`config.mk`:
```
export PLATFORM = sky130hd
export DESIGN_NAME = wb_arbiter_2m
export DESIGN_NICKNAME = d
export VERILOG_FILES = /design/src/rtl/wb_arbiter_2m.sv
export SDC_FILE = /design/constraint.sdc
export NUM_CORES = 1
export LEC_CHECK = 0
export CAP_MARGIN = 10
export CORE_AREA = 4 4 121 123
export DETAILED_ROUTE_END_ITERATION = 16
export DIE_AREA = 0 0 125 127
export PLACE_DENSITY = 0.6
export RECOVER_POWER = 50
export SETUP_SLACK_MARGIN = 0.3
export SYNTH_ARGS = -nofsm -noshare
export SYNTH_HDL_FRONTEND = slang
export SYNTH_SLANG_ARGS = --single-unit
```
`constraint.sdc`:
```
create_clock -name clk -period 3 [get_ports clk]
set_input_delay 0.6 -clock clk [delete_from_list [all_inputs] [get_ports clk]]
set_output_delay 0.6 -clock clk [all_outputs]
set_load 0.02 [all_outputs]
```
`src/rtl/wb_arbiter_2m.sv`:
```
// Two-master Wishbone arbiter (instruction m0, data m1) onto one shared slave port.
// Optional stalled-strobe watchdog is compiled in with `define WB_ARB_TIMEOUT_EN.
module wb_arbiter_2m #(
    parameter int unsigned TIMEOUT_CYCLES = 255
) (
    input  logic        clk,
    input  logic        rst,
    input  logic [31:0] m0_addr_i,
    input  logic [31:0] m0_data_i,
    input  logic        m0_we_i,
    input  logic [3:0]  m0_sel_i,
    input  logic        m0_stb_i,
    input  logic        m0_cyc_i,
    output logic [31:0] m0_data_o,
    output logic        m0_ack_o,
    input  logic [31:0] m1_addr_i,
    input  logic [31:0] m1_data_i,
    input  logic        m1_we_i,
    input  logic [3:0]  m1_sel_i,
    input  logic        m1_stb_i,
    input  logic        m1_cyc_i,
    output logic [31:0] m1_data_o,
    output logic        m1_ack_o,
    output logic [31:0] s_addr_o,
    output logic [31:0] s_data_o,
    output logic        s_we_o,
    output logic [3:0]  s_sel_o,
    output logic        s_stb_o,
    output logic        s_cyc_o,
    input  logic [31:0] s_data_i,
    input  logic        s_ack_i,
    output logic [1:0]  gnt_o,
    output logic        timeout_o
);

    typedef enum logic [1:0] {
        IDLE   = 2'b00,
        GNT_M0 = 2'b01,
        GNT_M1 = 2'b10
    } state_t;

    state_t state_r;
    state_t next_state_s;
    logic   last_gnt_r;     // 1'b0 = m0 won the latest grant, 1'b1 = m1
    logic   req0_s;
    logic   req1_s;
    logic   timeout_hit_s;

    assign req0_s = m0_cyc_i & m0_stb_i;
    assign req1_s = m1_cyc_i & m1_stb_i;

    if (TIMEOUT_CYCLES == 0) begin : g_bad_timeout
        $error("wb_arbiter_2m: TIMEOUT_CYCLES must be nonzero");
    end

    // State register and round-robin history, updated when a grant is taken
    always_ff @(posedge clk) begin
        if (rst) begin
            state_r    <= IDLE;
            last_gnt_r <= 1'b0;
        end else begin
            state_r <= next_state_s;
            if ((state_r == IDLE) && (next_state_s != IDLE)) begin
                last_gnt_r <= (next_state_s == GNT_M1);
            end
        end
    end

    // Next-state logic; every handover goes back through IDLE for turnaround
    always_comb begin
        next_state_s = state_r;
        case (state_r)
            IDLE: begin
                if (req0_s && req1_s) begin
                    next_state_s = last_gnt_r ? GNT_M0 : GNT_M1;
                end else if (req0_s) begin
                    next_state_s = GNT_M0;
                end else if (req1_s) begin
                    next_state_s = GNT_M1;
                end else begin
                    next_state_s = IDLE;
                end
            end
            GNT_M0: begin
                if (timeout_hit_s || !m0_cyc_i) begin
                    next_state_s = IDLE;
                end else begin
                    next_state_s = GNT_M0;
                end
            end
            GNT_M1: begin
                if (timeout_hit_s || !m1_cyc_i) begin
                    next_state_s = IDLE;
                end else begin
                    next_state_s = GNT_M1;
                end
            end
            default: next_state_s = IDLE;
        endcase
    end

`ifdef WB_ARB_TIMEOUT_EN
    localparam int unsigned CNT_W = (TIMEOUT_CYCLES < 32'd256) ? 8 : $clog2(TIMEOUT_CYCLES + 32'd1);
    localparam logic [CNT_W-1:0] TIMEOUT_LIMIT = CNT_W'(TIMEOUT_CYCLES);

    logic [CNT_W-1:0] stall_cnt_r;

    // Stall counter: counts unacknowledged strobe cycles of the current grant
    always_ff @(posedge clk) begin
        if (rst) begin
            stall_cnt_r <= '0;
        end else if ((next_state_s == IDLE) || s_ack_i) begin
            stall_cnt_r <= '0;
        end else if ((state_r != IDLE) && s_stb_o) begin
            stall_cnt_r <= stall_cnt_r + CNT_W'(1);
        end else begin
            stall_cnt_r <= stall_cnt_r;
        end
    end

    assign timeout_hit_s = (state_r != IDLE) && (stall_cnt_r == TIMEOUT_LIMIT);
`else
    assign timeout_hit_s = 1'b0;
`endif

    // Output routing: slave side follows the granted master, a forced
    // termination drops cyc/stb and hands the master an empty ack
    always_comb begin
        s_addr_o  = 32'h0;
        s_data_o  = 32'h0;
        s_we_o    = 1'b0;
        s_sel_o   = 4'h0;
        s_stb_o   = 1'b0;
        s_cyc_o   = 1'b0;
        m0_ack_o  = 1'b0;
        m0_data_o = 32'h0;
        m1_ack_o  = 1'b0;
        m1_data_o = 32'h0;
        gnt_o     = 2'b00;
        case (state_r)
            IDLE: begin
                gnt_o = 2'b00;
            end
            GNT_M0: begin
                s_addr_o  = m0_addr_i;
                s_data_o  = m0_data_i;
                s_we_o    = m0_we_i;
                s_sel_o   = m0_sel_i;
                s_stb_o   = m0_stb_i & ~timeout_hit_s;
                s_cyc_o   = m0_cyc_i & ~timeout_hit_s;
                m0_ack_o  = s_ack_i | timeout_hit_s;
                m0_data_o = timeout_hit_s ? 32'h0 : s_data_i;
                gnt_o     = 2'b01;
            end
            GNT_M1: begin
                s_addr_o  = m1_addr_i;
                s_data_o  = m1_data_i;
                s_we_o    = m1_we_i;
                s_sel_o   = m1_sel_i;
                s_stb_o   = m1_stb_i & ~timeout_hit_s;
                s_cyc_o   = m1_cyc_i & ~timeout_hit_s;
                m1_ack_o  = s_ack_i | timeout_hit_s;
                m1_data_o = timeout_hit_s ? 32'h0 : s_data_i;
                gnt_o     = 2'b10;
            end
            default: begin
                gnt_o = 2'b00;
            end
        endcase
        timeout_o = timeout_hit_s;
    end

endmodule
```
Word-level counts from Yosys, hierarchy flattened --
Index checks and enable logic that the tools add are counted.
Storage, ports and cells: flip-flop bits (word level) 3, input port bits 177, output and inout port bits 140, logic and storage cells 29
Cells by class: eq/ne operators 3, muxes and demuxes 18, bitwise operators 2, reduce and logical (&&, ||, !) cells 4
Operators by type and width (count):
- 32-bit case mux with 2 select lines | 2
- 32-bit 2-to-1 mux | 2
- 2-bit 2-to-1 mux | 5
- 4-bit case mux with 2 select lines | 1
- 1-bit case mux with 2 select lines | 3
- 2-bit case mux with 3 select lines | 1
- 2-bit == test (second input constant) | 2
- 2-bit case mux with 2 select lines | 1
- 1-bit 2-to-1 mux | 3
- 1-bit AND | 2
- 2-bit by 1-bit == test with 1-bit output (second input constant) | 1
- 1-bit logical AND | 2
- 2-bit logical NOT | 1
- 2-bit nonzero test | 1

Depth between registers and ports, before layout --
word-level depth 7, mapped depth 7, depth with buffers taken out 5

Worst setup path after synthesis --
Ideal clock, no wire load.
path type reg2out, from register state_r[0], to output s_addr_o[0], data arrival time 1.373 ns, required time 2.400 ns, setup slack 1.027 ns, cell stages (with the launch flop) 5, buffers on the path 1, cell sequence dfxtp_1 > inv_1 > ha_1 > clkbuf_1 > nor2b_1
Between the ends: word-level cells in the longest chain between the ends 2, elaborated cells on any way between the ends 3, classes of those cells 2 x eq/ne; 1 x mux
RTL lines:
- start: declaration | RTL line 42 | state_t state_r;
- start signal: assignment | RTL line 62 | state_r <= next_state_s;
- 2-bit == test or 2-bit by 1-bit == test with 1-bit output (tied branches) | RTL line 140 | case (state_r)
- 32-bit case mux with 2 select lines (*) | RTL line 140
- end: declaration | RTL line 24 | output logic [31:0] s_addr_o,
Mark *: on every way between the ends. The rest lies on a longest branch, timed or not.

Worst setup path after layout --
from register state_r[0], to output m1_data_o[9]
Between the ends: word-level cells in the longest chain between the ends 2
RTL lines:
- 2-bit == test | RTL line 140
- 32-bit 2-to-1 mux | RTL line 140
- end: declaration | RTL line 22 | output logic [31:0] m1_data_o,
No other way between the ends.

==> results by group <==
Global route
  – Total grt overflow: 0
  – First-pass GRT wire length: about 18 mm
  – Vias in the first global route: about 3300
  – Largest net degree at the start of global routing: 58
  – Initial antenna violation count: 0
  – Total track usage: between 10% and 20%

Clock network
  – Clk_lat worst skew: 0.22 ns
  – Clock-pin slew on the worst setup and hold paths: 0.03 ns
  – CTS root buf: clkbuf_16
  – CTS sink count: 3
  – CTS H-tree depth: 1
  – Number of CTS-inserted buffers: 3
  – Max Root-Sink Buffers: 2
  – Hold_buf cts: 0
  – CTS tree: yes

Power
  – Power Density: about 170 nW/um^2
  – Reg power frac: between 5 and 6%
  – Leakage power: ~1.9 nW
  – Net switching power: 0.270 mW
  – Logic gate share of total power: 69.2%
  – P_int: 0.572 mW
  – Clk pwr share: 25.4%
  – Sw Ratio: 32.1%
  – Maximum resistive drop on vdd: 0.000147 V

Placement
  – Pre-CTS WS: 0.376 ns
  – Hpwl dp: 9.74 mm
  – Area post-placement: 5130 um^2
  – Port Buffers: 315
  – Dpl cells: about 740
  – Final Wtd Congestion: 0.859

STA
  – RSZ-0062 raised after global routing: yes
  – Fmax: 381 MHz
  – Final count of negative-setup-slack endpoints: 0
  – Hold Slack: between 0.6 and 0.7 ns
  – Min Clock Period, post-route: 2.62 ns
  – Final Max Tran Viols: 0
  – Post-route setup TNS: 0 ns
  – Fin. Hold Viols: 0
  – Max Clock Skew: 0.00126 ns
  – Crit share post-route: around 87%
  – Final worst setup slack: 0.378 ns

Finish
  – FF+latch area: 60.1 um^2
  – Final instance area: about 5000 um^2
  – Area of the multi-input gates: 1590 um^2
  – Commonest non-fill, non-tap cell in the layout: clkdlybuf4s50_1
  – Diode count: 0
  – Most frequent cells in the layout: clkdlybuf4s50_1, a22oi_1, nor2b_1
  – Finished Layout Cells: roughly 740
  – Final net count: 743
  – P&R area growth vs syn: 177%
  – Fill cells: 1477
  – Layout cells sized above 1: 2.50%

Route
  – Residual DRC: 0
  – Via count: 3108
  – Drt via density: 4.21
  – Pre-antenna DRT Iters: 4
  – WL/cell: 16.1 um
  – DR iter-0 viols: 101
  – Overall routed net length: 11.9 mm
  – Final ANT Viol Nets: 0

Logic synthesis
  – Yosys cell types: 23
  – Cell Area, Synth: between 1500 and 2000 um^2
  – Post-Synthesis Net Count: around 450
  – Yosys warnings: 0
  – Seq cells post-synth: 3
  – Largest cells by area after synthesis: a22oi_1, nor2b_1, and2_1, ha_1, buf_2
  – Seq/Total Area, Yosys: around 3.3%
  – Gate Count Post-Synth: 266
  – Post-synth top area cell: a22oi_1
  – Share of the synthesized area in the top cell type: between 20% and 30%
  – Mean Syn Cell Area: 6.82 um^2

Die
  – Width of the die: 125 um
  – Starting Density: 13.3%
  – Die area: 15900 um^2
  – Rows: between 40 and 50
  – Overall die height: 127 um
  – I/O pins: around 320
  – CORE AREA: roughly 14000 um^2

Outcome
  – Status: completed

Critical path
  – Crit path kind: reg -> out
  – Setup crit end kind: output pin
  – CP required: 2.40 ns
  – Worst Path Arrival: 2.02 ns
  – CP Max Fanout: 57
  – Startpoint types: register

Hold path
  – Hold WC Path Type: reg -> reg

Run
  – Max-Cap Viols: 0
## path summary, 6_finish.rpt
path / endpoint / cells after the start / slack (ns) / start
min: state_r[1]$_SDFF_PP0_ / 3 / 0.63 / last_gnt_r$_SDFFE_PP0P_
max: m1_data_o[9] / 5 / 0.38 / state_r[0]$_SDFF_PP0_
max reg2reg: last_gnt_r$_SDFFE_PP0P_ / 6 / 1.46 / state_r[0]$_SDFF_PP0_
min reg2reg: state_r[1]$_SDFF_PP0_ / 3 / 0.63 / last_gnt_r$_SDFFE_PP0P_
## cell type report
type,instances,share of cell area (%)
Clock buffer,4,1.57
Inverter,3,0.224
Multi-Input combinational cell,228,31.6
Sequential cell,3,1.20
Tap cell,180,4.48
Timing Repair Buffer,321,60.9
## power by group through the flow
stage	combinational (mW)	sequential [mW]	clock, mW
detailed placement	0.600	0.0461	0
global placement	0.591	0.0461	0
finish	0.583	0.0456	0.214
global route	0.624	0.0461	0.222
CTS	0.599	0.0456	0.217
floorplan	0.228	0.0451	0
## cells in the mapped netlist
cell type and number:
buf_2 14, buf_6 3, nand4b_1 1, nor2b_1 71
dfxtp_1 3, inv_1 3, and4b_2 1, a31oi_1 2
nand3b_1 1, nor4b_2 1, nand2_1 1, ha_1 6
clkbuf_1 13, and2_1 66, conb_1 1, a22oi_1 71
nor2_1 1, o21ai_1 1, buf_4 2, or3b_4 1
o32ai_2 1, and3_1 1, nand3_1 1
## registers in the layout, indices dropped and copies added, names as in the netlist
| name | count |
|---|---|
| last_gnt_r | 1 |
| state_r | 2 |
## logic make-up after synthesis
family          count (synthesis)  share of synthesized area (%)
simple gates                  146                           51.2
fa+ha+maj                       6                           4.14
other cells                     1                          0.207
buf+inv                        35                           9.86
compound gates                 75                           31.2
flops                           3                           3.31
## stage by stage
stage	utilization (%)	power, mW
6_report	36.8	0.842
2_1_floorplan	-	0.273
4_1_cts	37.8	0.861
3_5_place_dp	37.6	0.646
5_1_grt	36.8	0.892
3_3_place_gp	37.6	0.637
## worst max-delay path, cell delays in order (launching register included)
cell             delay [ns]
dfxtp_1                0.35
inv_1                  0.13
ha_2                   0.24
buf_12                 0.27
and2_1                 0.17
clkdlybuf4s50_1        0.62
## metal layers
metal / wire, um / up-vias / GRT usage, %
li1: - / 1514 / -
met1: 4410 / 1425 / 14.2
met2: 6300 / 159 / 25.7
met3: 1070 / 10 / 4.89
met4: 133 / 0 / 2.42
met5: 0 / - / 0
## timing repair
| action | in CTS | in global routing |
|---|---|---|
| setup buffers | 0 | 0 |
| gates resized for setup | 49 | 26 |
| endpoints found under the setup margin | 71 | 26 |
(Power assumes the default switching activity.)
